==> src/rtl/enc_side_info_pipe_pkg.sv <==
// Shared types and default sizes for the encoder side-info delay line.
//   state_t      : control FSM states (IDLE / RUN / DRAIN)
//   DEF_*        : default parameter values used by the pipe and its bit counter
package enc_side_info_pipe_pkg;

  typedef enum logic [1:0] {
    ST_IDLE  = 2'd0,
    ST_RUN   = 2'd1,
    ST_DRAIN = 2'd2
  } state_t;

  localparam int DEF_DATA_W    = 16;
  localparam int DEF_NUM_STAGE = 4;
  localparam int DEF_CNT_W     = 16;
  localparam int DEF_FRM_CNT_W = 32;
  localparam int DEF_BS_INC    = 1;

endpackage

==> src/rtl/enc_side_info_pipe_bit_counter.sv <==
// Saturating per-LCU bitstream counter with capture and per-frame accumulation.
//   clk, rst      : clock, synchronous active-high reset
//   bs_val        : one bitstream unit emitted this cycle (adds BS_INC)
//   capture       : LCU done; latch count (including same-cycle bs_val), restart
//   accum_en      : add the captured count into the frame total
//   frame_clr     : clear the frame total (wins over accumulation)
//   rc_bitnum     : count of the last captured LCU
//   bitnum_sat    : last captured count hit its ceiling at some point
//   frame_bitnum  : saturating sum of captured counts for the current frame
module enc_side_info_pipe_bit_counter
  import enc_side_info_pipe_pkg::*;
#(
  parameter int CNT_W     = DEF_CNT_W,
  parameter int FRM_CNT_W = DEF_FRM_CNT_W,
  parameter int BS_INC    = DEF_BS_INC
) (
  input  logic                 clk,
  input  logic                 rst,
  input  logic                 bs_val,
  input  logic                 capture,
  input  logic                 accum_en,
  input  logic                 frame_clr,
  output logic [CNT_W-1:0]     rc_bitnum,
  output logic                 bitnum_sat,
  output logic [FRM_CNT_W-1:0] frame_bitnum
);

  localparam logic [CNT_W:0] INC_EXT = (CNT_W+1)'(BS_INC);

  // Clamp a one-bit-wider sum; the MSB of the result flags that clamping happened.
  function automatic logic [CNT_W:0] sat_cnt(input logic [CNT_W:0] sum);
    if (sum[CNT_W]) return {1'b1, {CNT_W{1'b1}}};
    return sum;
  endfunction

  function automatic logic [FRM_CNT_W-1:0] sat_frm(input logic [FRM_CNT_W:0] sum);
    if (sum[FRM_CNT_W]) return {FRM_CNT_W{1'b1}};
    return sum[FRM_CNT_W-1:0];
  endfunction

  logic [CNT_W-1:0]   cnt;
  logic               cnt_sat;
  logic [CNT_W:0]     cnt_sum;
  logic [CNT_W:0]     cnt_clamped;
  logic [FRM_CNT_W:0] frm_sum;

  always_comb begin
    cnt_sum     = {1'b0, cnt} + (bs_val ? INC_EXT : '0);
    cnt_clamped = sat_cnt(cnt_sum);
    frm_sum     = {1'b0, frame_bitnum} + (FRM_CNT_W+1)'(cnt_clamped[CNT_W-1:0]);
  end

  // Counter, capture and frame accumulation all update on the same edge.
  always_ff @(posedge clk) begin
    if (rst) begin
      cnt          <= '0;
      cnt_sat      <= 1'b0;
      rc_bitnum    <= '0;
      bitnum_sat   <= 1'b0;
      frame_bitnum <= '0;
    end else begin
      if (capture) begin
        rc_bitnum  <= cnt_clamped[CNT_W-1:0];
        bitnum_sat <= cnt_sat | cnt_clamped[CNT_W];
        cnt        <= '0;
        cnt_sat    <= 1'b0;
      end else begin
        cnt        <= cnt_clamped[CNT_W-1:0];
        cnt_sat    <= cnt_sat | cnt_clamped[CNT_W];
      end
      if (frame_clr) begin
        frame_bitnum <= '0;
      end else if (capture && accum_en) begin
        frame_bitnum <= sat_frm(frm_sum);
      end
    end
  end

endmodule

==> src/rtl/enc_side_info_pipe.sv <==
// Per-LCU side-info delay line with frame control and bit accounting.
//   clk, rst           : clock, synchronous active-high reset
//   enc_done_i         : LCU done; advances the delay line in RUN/DRAIN
//   frame_start_i      : start (or restart) a frame; clears valids and frame total
//   frame_end_i        : last LCU of the frame; RUN -> DRAIN
//   info_i, info_val_i : side info of the LCU finishing now and its valid
//   bs_val_i           : one bitstream unit emitted this cycle
//   stage_info_o       : stage k at [k*DATA_W +: DATA_W] (info delayed k+1 LCUs)
//   stage_val_o        : valid of stage k
//   rc_actual_bitnum_o : bit count of last completed LCU
//   bitnum_sat_o       : that count saturated
//   frame_bitnum_o     : accumulated bits of the current frame
//   busy_o             : FSM not idle
//   drain_done_o       : one-cycle pulse after the final drain shift
module enc_side_info_pipe
  import enc_side_info_pipe_pkg::*;
#(
  parameter int DATA_W    = DEF_DATA_W,
  parameter int NUM_STAGE = DEF_NUM_STAGE,
  parameter int CNT_W     = DEF_CNT_W,
  parameter int FRM_CNT_W = DEF_FRM_CNT_W,
  parameter int BS_INC    = DEF_BS_INC
) (
  input  logic                        clk,
  input  logic                        rst,
  input  logic                        enc_done_i,
  input  logic                        frame_start_i,
  input  logic                        frame_end_i,
  input  logic [DATA_W-1:0]           info_i,
  input  logic                        info_val_i,
  input  logic                        bs_val_i,
  output logic [NUM_STAGE*DATA_W-1:0] stage_info_o,
  output logic [NUM_STAGE-1:0]        stage_val_o,
  output logic [CNT_W-1:0]            rc_actual_bitnum_o,
  output logic                        bitnum_sat_o,
  output logic [FRM_CNT_W-1:0]        frame_bitnum_o,
  output logic                        busy_o,
  output logic                        drain_done_o
);

  localparam int DC_W = $clog2(NUM_STAGE + 1);

  state_t            state, state_nxt;
  logic [DC_W-1:0]   drain_cnt, drain_cnt_nxt;
  logic              drain_done_nxt;
  logic              active;
  logic              shift_en;
  logic              vld_in;

  logic [DATA_W-1:0] info_p [NUM_STAGE];
  logic              vld_p  [NUM_STAGE];

  assign active   = (state != ST_IDLE);
  // A same-cycle frame_start wins: valids clear and nothing shifts.
  assign shift_en = enc_done_i && active && !frame_start_i;
  // Drain shifts push bubbles in behind the last real LCU.
  assign vld_in   = info_val_i && (state == ST_RUN);

  always_comb begin
    state_nxt      = state;
    drain_cnt_nxt  = drain_cnt;
    drain_done_nxt = 1'b0;
    case (state)
      ST_IDLE: begin
        if (frame_start_i) state_nxt = ST_RUN;
      end
      ST_RUN: begin
        if (frame_start_i) begin
          state_nxt = ST_RUN;
        end else if (frame_end_i) begin
          state_nxt     = ST_DRAIN;
          drain_cnt_nxt = DC_W'(NUM_STAGE);
        end
      end
      ST_DRAIN: begin
        if (frame_start_i) begin
          state_nxt     = ST_RUN;
          drain_cnt_nxt = '0;
        end else if (enc_done_i) begin
          drain_cnt_nxt = drain_cnt - DC_W'(1);
          if (drain_cnt == DC_W'(1)) begin
            state_nxt      = ST_IDLE;
            drain_done_nxt = 1'b1;
          end
        end
      end
      default: begin
        state_nxt     = ST_IDLE;
        drain_cnt_nxt = '0;
      end
    endcase
  end

  always_ff @(posedge clk) begin
    if (rst) begin
      state        <= ST_IDLE;
      drain_cnt    <= '0;
      drain_done_o <= 1'b0;
    end else begin
      state        <= state_nxt;
      drain_cnt    <= drain_cnt_nxt;
      drain_done_o <= drain_done_nxt;
    end
  end

  assign busy_o = active;

  for (genvar k = 0; k < NUM_STAGE; k++) begin : g_stage
    logic [DATA_W-1:0] info_src;
    logic              vld_src;

    if (k == 0) begin : g_head
      assign info_src = info_i;
      assign vld_src  = vld_in;
    end else begin : g_tail
      assign info_src = info_p[k-1];
      assign vld_src  = vld_p[k-1];
    end

    // ---- stage k register boundary ----
    always_ff @(posedge clk) begin
      if (rst) begin
        info_p[k] <= '0;
        vld_p[k]  <= 1'b0;
      end else begin
        if (shift_en) info_p[k] <= info_src;
        if (frame_start_i)  vld_p[k] <= 1'b0;
        else if (shift_en)  vld_p[k] <= vld_src;
      end
    end

    assign stage_info_o[k*DATA_W +: DATA_W] = info_p[k];
    assign stage_val_o[k]                   = vld_p[k];
  end

  enc_side_info_pipe_bit_counter #(
    .CNT_W     (CNT_W),
    .FRM_CNT_W (FRM_CNT_W),
    .BS_INC    (BS_INC)
  ) u_bit_counter (
    .clk          (clk),
    .rst          (rst),
    .bs_val       (bs_val_i),
    .capture      (enc_done_i),
    .accum_en     (active),
    .frame_clr    (frame_start_i),
    .rc_bitnum    (rc_actual_bitnum_o),
    .bitnum_sat   (bitnum_sat_o),
    .frame_bitnum (frame_bitnum_o)
  );

endmodule

==> config.mk <==
export PLATFORM = sky130hd
export DESIGN_NAME = enc_side_info_pipe
export DESIGN_NICKNAME = d
export VERILOG_FILES = /design/src/rtl/enc_side_info_pipe_pkg.sv /design/src/rtl/enc_side_info_pipe_bit_counter.sv /design/src/rtl/enc_side_info_pipe.sv
export SDC_FILE = /design/constraint.sdc
export NUM_CORES = 1
export LEC_CHECK = 0
export BUFFER_PORTS_ARGS = -buffer_cell sky130_fd_sc_hd__buf_4
export CORE_ASPECT_RATIO = 0.5
export CORE_UTILIZATION = 51
export CTS_BUF_LIST = sky130_fd_sc_hd__clkbuf_2
export CTS_CLUSTER_SIZE = 20
export DETAILED_ROUTE_END_ITERATION = 10
export GPL_TIMING_DRIVEN = 0
export PLACE_DENSITY = 0.84
export SLEW_MARGIN = 20
export SYNTH_ARGS = -nofsm -noshare
export SYNTH_HDL_FRONTEND = slang
export SYNTH_HIERARCHICAL = 1
export SYNTH_SLANG_ARGS = --single-unit
export TNS_END_PERCENT = 30
==> constraint.sdc <==
create_clock -name clk -period 4.15 [get_ports clk]
set_clock_uncertainty 0.2 [all_clocks]
set_input_delay 0.415 -clock clk [delete_from_list [all_inputs] [get_ports clk]]
set_output_delay 0.415 -clock clk [all_outputs]
set_load 0.01 [all_outputs]
==> impl_metrics.env, run 1 <==
export IMPL_crit_type="reg -> reg"
export IMPL_period_minus_slack_ns=4.177
export IMPL_rsz0062_at_grt="yes"
export IMPL_totalWireLength_mm=17.04
export IMPL_dr_pass1_iters=5
export IMPL_crit_buf_inv=4
export IMPL_clkLatencyLatePin_ns=0.71
export IMPL_drive_gt1_frac=0.2934
export IMPL_gp_congestion=0.9349
export IMPL_synthDistinctLibCells=68
export IMPL_fin_nets=887
export IMPL_routedWlPerCell_um=16.75
export IMPL_synth_seq_area_share=0.5288
export IMPL_fp_dieH_um=82.37
export IMPL_grt_util_all_layers=0.2496
export IMPL_cp_arrival_ns=4.63
export IMPL_design_core_area_um2=12190
export IMPL_cellLeakagePower_nw=3.728
export IMPL_max_freq_mhz=239.4
export IMPL_period_share=1.007
export IMPL_setup_tns_ns=-0.04136
export IMPL_overflow=0
export IMPL_start_util=0.5403
export IMPL_path_clk_slew_ns=0.23
export IMPL_synth_ff_type="dfxtp_1"
export IMPL_fp_dieArea_um2=13400
export IMPL_vdd_drop_max_uv=190.2
export IMPL_cp_required_ns=4.60
export IMPL_viasPerCell=5.565
export IMPL_cap_viol_max_count=0
export IMPL_cts_root_buf="clkbuf_2"
export IMPL_cp_max_fo=6
export IMPL_status="finished with violations"
export IMPL_fp_dieW_um=162.7
export IMPL_cp_top_family="simple AND/OR/NAND/NOR gates"
export IMPL_power_density_nw_per_um2=315.0
export IMPL_io_pins=142
export IMPL_cts_buffers=17
export IMPL_fin_ws_ns=-0.02730
export IMPL_hp_class="reg -> reg"
export IMPL_ant_nets=0
export IMPL_areaGrowthSynthToFinish_pct=33.05
export IMPL_cp_start_kind="register"
export IMPL_worst_setup_path_end_kind="register"
export IMPL_netlist_instances=639
export IMPL_clockBufferDepth=2
export IMPL_yosysWarnings=6
export IMPL_grt_pass1_vias=5209
export IMPL_drtIter0Drc=493
export IMPL_synth_edf_count=68
export IMPL_slowest_stage="or4_1"
export IMPL_dp_cells=947
export IMPL_syn_num_nets=687
export IMPL_cts_tree="yes"
export IMPL_htreeDepth=4
export IMPL_post_layout_nonfiller_instances=1017
export IMPL_antenna_found_initial=0
export IMPL_async_flop_share=0
export IMPL_portBuffers=141
export IMPL_drc=0
export IMPL_cts_sinks=140
export IMPL_path_cells="ha_4 -> ha_4 -> and4_4 -> nand2_2 -> nor3_4 -> nand2_2 -> nor2_4 -> buf_4 -> nor2_1 -> inv_1 -> ha_1 -> a21oi_1 -> o21ai_0 -> a31oi_1 -> buf_4 -> a21oi_4 -> or4_1 -> buf_2 -> a31o_2 -> a31oi_1"
export IMPL_setup_violations=2
export IMPL_maxSlewHeadroom=0.4975
export IMPL_grt_start_max_net_pins=26
export IMPL_dpl_hpwl_mm=11.69
export IMPL_ys_ff_latch=140
export IMPL_syn_cell_area_um2=6588
export IMPL_diodes=0
export IMPL_hold_viol_final=0
export IMPL_max_stage_delay_ns=0.52
export IMPL_via_count=5660
export IMPL_slew_violations=0
export IMPL_postSynthAreaPerCell_um2=10.31
export IMPL_rows=28
export IMPL_violations="negative setup slack"
export IMPL_grt_pass1_wl_mm=25.86
export IMPL_tightest_slew_ns=0.7517
## cell families (layout without fill, tap and decap cells)
family,after synthesis,count (layout),synth area share
buf+inv,61,274,0.04008
xor+xnor,25,25,0.03324
simple gates,249,249,0.2040
mux,6,6,0.009307
fa+ha+maj,25,25,0.04862
flops,140,140,0.5288
compound gates,133,133,0.1360
## cells in the final DEF, fill, tap and decap left out, types with 3 or more instances in the layout
master,n
buf_4,159
and2_1,71
dfxtp_1,70
nor2_1,69
edfxtp_1,68
inv_1,28
o21ai_0,27
a21oi_1,24
dlygate4sd3_1,24
nand2_1,21
a211oi_1,20
clkbuf_1,19
ha_1,19
clkbuf_2,17
xor2_1,13
a31oi_1,13
nand3_1,12
xnor2_1,12
and3_1,11
nor3_1,10
nand4_1,10
inv_6,9
nand2b_1,7
mux2i_1,5
a21o_1,5
nor3b_1,5
nand2_2,4
o211ai_1,4
a21oi_4,4
ha_4,4
buf_6,3
a211oi_4,3
nor2_4,3
o21a_1,3
## path summary, 6_finish.rpt
check / start / to / cells after the start / slack (ns)
hold / removal: u_bit_counter/cnt_sat / u_bit_counter/cnt_sat / 2 / 0.29
hold reg to reg: u_bit_counter/cnt_sat / u_bit_counter/cnt_sat / 2 / 0.29
setup reg to reg: u_bit_counter/cnt[0] / u_bit_counter/frame_bitnum[19] / 20 / -0.03
setup / recovery: u_bit_counter/cnt[0] / u_bit_counter/frame_bitnum[19] / 20 / -0.03
## power breakdown
group	switching [mW]	internal [mW]
logic	0.210	0.180
registers	0.0391	1.52
clock network	0.571	0.239
total	0.820	1.94
## registers in the layout, summed over array words and instances, names as in the netlist
name and flops:
u_bit_counter/cnt_sat 1, state 2, drain_cnt 3, u_bit_counter/frame_bitnum 32, u_bit_counter/bitnum_sat 1, info_p 64
drain_done_o 1, u_bit_counter/rc_bitnum 16, vld_p 4, u_bit_counter/cnt 16
## what timing repair did
action / 4_1_cts / 5_1_grt
endpoints found under the hold margin: 31 / 0
setup buffers: 8 / 5
pin swaps: 6 / 13
hold buffers: 24 / 0
setup endpoints to repair: 32 / 31
resized for setup: 36 / 24
gates cloned: 1 / 0
## cell usage after synthesis, types with 3 or more instances
library cell,number,area share
nor2_1,74,0.042
a211oi_1,23,0.026
nand4_1,10,0.0095
mux2i_1,5,0.0076
a31oi_1,14,0.013
nand3_1,12,0.0091
dfxtp_1,72,0.22
nand2b_1,8,0.0076
nand2_1,24,0.014
nor3_1,11,0.0084
o21ai_0,28,0.021
a2111oi_0,3,0.0040
buf_4,5,0.0057
a21o_1,5,0.0057
o21ai_1,3,0.0023
ha_1,24,0.046
and3_1,11,0.010
o211ai_1,4,0.0046
and4_1,3,0.0040
xnor2_1,12,0.016
clkbuf_1,21,0.012
edfxtp_1,68,0.31
a21oi_1,26,0.020
and2_1,71,0.067
nor3b_1,5,0.0057
o21a_1,3,0.0034
inv_1,29,0.017
xor2_1,13,0.017
## metal layers
metal	wire length [um]	GRT usage
met5	0	0
met4	295	0.1065
met3	1308	0.04146
met2	8211	0.4268
met1	7223	0.3193
## worst min-delay path: cells and delay by family (launching register included)
kind / cells / cell delay [ns]
AND/OR/NAND/NOR: 2 / 0.12
flip-flops: 1 / 0.36
## per-stage QoR
step / hold slack (ns) / utilization / power (mW) / setup slack, ns / instance area [um^2]
2_1_floorplan: 0.2271 / - / 1.765 / -0.3276 / 6591
3_3_place_gp: 0.2414 / 0.6444 / 1.927 / -1.184 / 7856
3_5_place_dp: 0.2463 / 0.6495 / 1.948 / -1.385 / 7919
4_1_cts: 0.2708 / 0.7062 / 2.763 / -0.004186 / 8610
5_1_grt: 0.2920 / 0.7189 / 2.869 / -0.1471 / 8765
6_report: 0.2914 / 0.7189 / 2.761 / -0.02730 / 8765
## layout make-up
cell class	instances	area (um^2)
plain buffers	31	168.9
clock buffers	17	85.08
repair buffers	181	1456
fillers	882	3427
inverters	30	112.6
well taps	165	206.4
multi-input cells	438	3100
flip-flops and latches	140	3486
clock inverters	15	148.9
Power figures use the tool's default switching activity.
==> run 2: changes to the inputs <==
Settings changed: CORE_ASPECT_RATIO 0.5 to not set, SETUP_SLACK_MARGIN set to 0.02.
==> run 2 against run 1 <==
The flow now finishes without violations; critical endpoint is now u_bit_counter/frame_bitnum[31]; cell count is 1.2% higher; highest routed layer unchanged; first-iteration DRC count is 7.3% lower; critical path type is now in -> reg; die area is 0.21% lower; register-to-register slack better by 0.08 ns.
==> impl_metrics.env, run 2 (synthesis results as in run 1) <==
export IMPL_routedWlPerCell_um=16.76
export IMPL_antenna_found_initial=0
export IMPL_cellLeakagePower_nw=3.751
export IMPL_fp_dieArea_um2=13370
export IMPL_drc=0
export IMPL_rows=41
export IMPL_final_cell_mix="buf_4, and2_1, dfxtp_1, edfxtp_1, nor2_1"
export IMPL_dpl_hpwl_mm=11.99
export IMPL_slew_violations=0
export IMPL_grt_pass1_wl_mm=26.13
export IMPL_tightest_slew_ns=0.6648
export IMPL_largest_reg_flops=64
export IMPL_areaGrowthSynthToFinish_pct=34.09
export IMPL_gp_congestion=0.9193
export IMPL_cp_start_kind="primary input"
export IMPL_fp_dieW_um=115.7
export IMPL_overflow=0
export IMPL_hold_viol_final=0
export IMPL_fin_area_um2=8833
export IMPL_htreeDepth=4
export IMPL_post_place_ws_ns=-1.289
export IMPL_setup_violations=0
export IMPL_portBuffers=141
export IMPL_diodes=0
export IMPL_cts_sinks=140
export IMPL_maxSlewHeadroom=0.5538
export IMPL_start_util=0.5220
export IMPL_reg_top3="info_p: 64 flops, u_bit_counter/frame_bitnum: 32 flops"
export IMPL_fin_ws_ns=0.05311
export IMPL_period_share=0.9872
export IMPL_via_count=5714
export IMPL_vdd_drop_max_uv=236.8
export IMPL_crit_type="in -> reg"
export IMPL_status="finished, final reports clean"
export IMPL_fp_dieH_um=115.7
export IMPL_cp_required_ns=4.58
export IMPL_io_pins=142
export IMPL_dr_pass1_iters=5
export IMPL_grt_util_all_layers=0.2558
export IMPL_cts_root_buf="clkbuf_2"
export IMPL_placed_area_um2=7928
export IMPL_path_clk_slew_ns=0.18
export IMPL_cts_tree="yes"
export IMPL_rsz0062_at_grt="yes"
export IMPL_max_freq_mhz=244.1
export IMPL_design_core_area_um2=12620
export IMPL_setup_tns_ns=0
export IMPL_cap_viol_max_count=0
export IMPL_cts_buffers=17
export IMPL_fin_nets=892
export IMPL_layout_commonest_cell="buf_4"
export IMPL_grt_start_max_net_pins=27
export IMPL_drtIter0Drc=457
export IMPL_worst_setup_path_end_kind="register"
export IMPL_power_density_nw_per_um2=307.9
export IMPL_min_delay_path_depth=2
export IMPL_totalWireLength_mm=17.24
export IMPL_r2r_cells=19
export IMPL_drive_gt1_frac=0.2999
export IMPL_cp_max_fo=6
export IMPL_period_minus_slack_ns=4.097
export IMPL_hp_class="reg -> reg"
export IMPL_final_util=0.7000
export IMPL_ant_nets=0
export IMPL_viasPerCell=5.553
export IMPL_grt_pass1_vias=5403
export IMPL_cp_arrival_ns=4.53
export IMPL_regMostFlops="info_p"
export IMPL_dp_cells=954
export IMPL_clockBufferDepth=2
export IMPL_clkLatencyLatePin_ns=0.70
export IMPL_post_layout_nonfiller_instances=1029
run 2: cell types whose count changed in the layout (fill, tap and decap cells not counted), sizes merged:
cell	before	now
dlygate4sd3	24	25
bufinv	1	2
inv	40	30
clkinv	2	8
clkbuf	37	40
buf	168	172
run 2: area by class of cell:
cell class              instances  area [um^2]
inverters                      30        112.6
flip-flops and latches        140         3486
clock inverters                12        125.1
plain buffers                  30        157.7
multi-input cells             438         3129
repair buffers                187         1508
well taps                     172        215.2
clock buffers                  20        100.1
fillers                       925         3786
run 2: what timing repair did:
item | CTS | global route
setup endpoints to repair | 32 | 32
hold buffers | 25 | 0
resized for setup | 39 | 28
cloned | 1 | 0
setup buffers | 8 | 10
pin swaps | 7 | 11
endpoints found under the hold margin | 34 | 0
run 2: path summary, 6_finish.rpt:
path	startpoint	to	slack [ns]
max reg2reg	u_bit_counter/cnt[0]	u_bit_counter/frame_bitnum[31]	0.05
min	u_bit_counter/cnt_sat	u_bit_counter/cnt_sat	0.30
min reg2reg	u_bit_counter/cnt_sat	u_bit_counter/cnt_sat	0.30
max	bs_val_i	u_bit_counter/frame_bitnum[31]	0.05
run 2: report_power, final:
group	internal (mW)	total (mW)	switching [mW]
sequential	1.52	1.56	0.0399
clock	0.279	0.767	0.488
combinational	0.182	0.392	0.211
total	1.98	2.72	0.738
run 2: routing by layer:
layer	track usage	up-vias	wire, um	part of all wire
li1	-	2707	-	-
met1	0.3087	2730	6990	0.41
met2	0.4327	226	8775	0.51
met3	0.05649	51	939	0.054
met4	0.1282	0	536	0.031
met5	0	-	0	0
run 2: critical path: stages:
cell,delay (ns)
dlygate4sd3_1,0.53
buf_4,0.14
ha_4,0.17
ha_4,0.17
and4_4,0.16
nand2_2,0.09
nor3_4,0.05
nand2_2,0.10
nor2_4,0.05
buf_6,0.13
buf_6,0.13
nor2_4,0.13
inv_2,0.06
ha_4,0.28
o21ai_1,0.08
o21a_1,0.21
or4_4,0.54
a21oi_4,0.23
nor4_4,0.08
or4_4,0.55
a211oi_2,0.21
run 2: through the flow:
step	hold WS (ns)	total power, mW
floorplan	0.2271	1.765
global placement	0.2444	1.925
detailed placement	0.2746	1.947
CTS	0.2488	2.728
global route	0.2472	2.830
finish	0.3033	2.720
==> run 3: changes to the inputs <==
Settings changed: CORE_ASPECT_RATIO set to 1.5, CORE_UTILIZATION 51 to 40, PLACE_DENSITY 0.84 to 0.7.
==> run 3 against run 2 <==
Non-clock buffer count is 5 lower; worst setup slack better by 0.12 ns; final area is 0.52% higher; maximum frequency is 3.1% higher; critical path type is now reg -> reg; die area is 27% higher.
==> impl_metrics.env, run 3 (synthesis results as in run 1) <==
export IMPL_regMostFlops="info_p"
export IMPL_rsz0062_at_grt="yes"
export IMPL_clkLatencyLatePin_ns=0.69
export IMPL_power_density_nw_per_um2=311.0
export IMPL_design_core_area_um2=16120
export IMPL_drive_gt1_frac=0.2981
export IMPL_viasPerCell=5.152
export IMPL_antenna_found_initial=1
export IMPL_status="finished, final reports clean"
export IMPL_slew_violations=0
export IMPL_drc=0
export IMPL_cts_sinks=140
export IMPL_dp_cells=988
export IMPL_reg2reg_to="u_bit_counter/frame_bitnum[19]"
export IMPL_gp_congestion=0.8807
export IMPL_fillCellCount=1450
export IMPL_htreeDepth=4
export IMPL_clockBufferDepth=2
export IMPL_totalWireLength_mm=16.18
export IMPL_fp_dieArea_um2=17000
export IMPL_max_freq_mhz=251.7
export IMPL_cts_tree="yes"
export IMPL_io_pins=142
export IMPL_dpl_hpwl_mm=11.69
export IMPL_fp_dieH_um=159.2
export IMPL_grt_pass1_wl_mm=25.50
export IMPL_cp_start_kind="register"
export IMPL_cp_arrival_ns=4.42
export IMPL_rows=57
export IMPL_grt_util_all_layers=0.1909
export IMPL_period_minus_slack_ns=3.972
export IMPL_post_layout_nonfiller_instances=1059
export IMPL_layout_commonest_cell="buf_4"
export IMPL_cts_root_buf="clkbuf_2"
export IMPL_slowest_stage="or4_1"
export IMPL_ant_nets=0
export IMPL_crit_type="reg -> reg"
export IMPL_worst_setup_path_end_kind="register"
export IMPL_final_cell_mix="buf_4, and2_1, dfxtp_1, edfxtp_1, nor2_1"
export IMPL_setup_tns_ns=0
export IMPL_tightest_slew_ns=0.7852
export IMPL_dr_pass1_iters=4
export IMPL_grt_pass1_vias=5124
export IMPL_reg_top3="info_p: 64 flops, u_bit_counter/frame_bitnum: 32 flops"
export IMPL_maxSlewHeadroom=0.4752
export IMPL_vdd_drop_max_uv=164.0
export IMPL_crit_start="u_bit_counter/cnt[0]"
export IMPL_r2r_cells=19
export IMPL_hold_start="u_bit_counter/cnt_sat"
export IMPL_reg2reg_slack_ns=0.18
export IMPL_max_stage_delay_ns=0.51
export IMPL_ff_latch_area_um2=3485
export IMPL_setup_violations=0
export IMPL_fin_ws_ns=0.1778
export IMPL_hold_viol_final=0
export IMPL_grt_start_max_net_pins=28
export IMPL_drtIter0Drc=257
export IMPL_path_cells="ha_4 -> ha_4 -> and4_4 -> nand2_2 -> nor3_4 -> nand2_2 -> nor2_4 -> buf_6 -> nor2_1 -> inv_1 -> ha_1 -> a21oi_2 -> o21ai_0 -> a31oi_2 -> a21oi_4 -> or4_1 -> clkbuf_4 -> a31o_2 -> a31oi_1"
export IMPL_multi_input_area_um2=3128
export IMPL_overflow=0
export IMPL_via_count=5456
export IMPL_areaGrowthSynthToFinish_pct=34.80
export IMPL_reg2reg_from="u_bit_counter/cnt[0]"
export IMPL_cellLeakagePower_nw=3.725
export IMPL_placed_area_um2=7970
export IMPL_post_place_ws_ns=-1.287
export IMPL_fp_dieW_um=106.8
export IMPL_portBuffers=141
export IMPL_start_util=0.4087
export IMPL_fin_area_um2=8880
export IMPL_path_clk_slew_ns=0.25
export IMPL_largest_reg_flops=64
export IMPL_hp_class="reg -> reg"
export IMPL_period_share=0.9572
export IMPL_total_power_mw=2.762
export IMPL_crit_end="u_bit_counter/frame_bitnum[19]"
export IMPL_fin_nets=887
export IMPL_cp_max_fo=6
export IMPL_routedWlPerCell_um=15.28
export IMPL_cts_buffers=17
export IMPL_cp_required_ns=4.60
export IMPL_cap_viol_max_count=0
[run 3: cell types whose count changed in the layout (fill, tap and decap cells not counted), sizes merged]
| cell | change |
|---|---|
| inv | +9 |
| buf | -7 |
| clkinv | -4 |
| bufinv | -2 |
| clkbuf | -1 |
| diode | +1 |
[run 3: worst min-delay path by stage]
stage	to	slack [ns]	cells after the start
final	u_bit_counter/cnt_sat	0.29	2
after global placement	u_bit_counter/cnt_sat	0.24	2
after detailed placement	u_bit_counter/cnt_sat	0.25	2
after CTS	info_p[0][2]	0.24	3
after global routing	info_p[0][0]	0.26	3
after floorplan	u_bit_counter/cnt_sat	0.23	2
[run 3: routing by layer]
metal  global-route usage  vias up  share of wire
met4              0.09465        0          0.034
li1                     -     2687              -
met1               0.2229     2589           0.41
met5                    0        -              0
met3              0.03766       36          0.034
met2               0.3293      144           0.52
[run 3: cell type report]
cell class	instances	share of cell area
clock inverter	15	0.01902
inverter	30	0.01268
multi-input combinational	438	0.3523
clock buffer	17	0.009582
antenna	1	0.0002818
tap	206	0.02903
sequential	140	0.3924
timing repair buffer	181	0.1654
buffer	31	0.01930
[run 3: stage by stage]
stage                       util  hold slack [ns]
after floorplan                -           0.2271
after global placement    0.4906           0.2435
after detailed placement  0.4945           0.2512
after CTS                 0.5421           0.2427
after global routing      0.5509           0.2629
final                     0.5509           0.2945
[run 3: what timing repair did]
| item | 4_1_cts | 5_1_grt |
|---|---|---|
| hold endpoints to repair | 35 | 0 |
| setup endpoints to repair | 32 | 32 |
| gates resized for setup | 39 | 26 |
| cloned | 2 | 0 |
| setup buffers | 10 | 1 |
| pin swaps | 8 | 8 |
| hold buffers | 25 | 0 |
[run 3: worst max-delay path: cells and delay by family (launching register included)]
| kind | cells | cell delay, ns |
|---|---|---|
| adder cells (fa/ha/maj) | 3 | 0.57 |
| AO/OA/AOI/OAI | 6 | 1.04 |
| AND/OR/NAND/NOR | 7 | 1.29 |
| flip-flops | 1 | 0.40 |
| buffers and inverters | 3 | 0.43 |
[run 3: report_power, final]
group | leakage [nW] | total (mW) | internal [mW] | switching (mW)
logic | 2.28 | 0.391 | 0.181 | 0.210
registers | 1.30 | 1.56 | 1.52 | 0.0388
clock network | 0.147 | 0.810 | 0.205 | 0.605
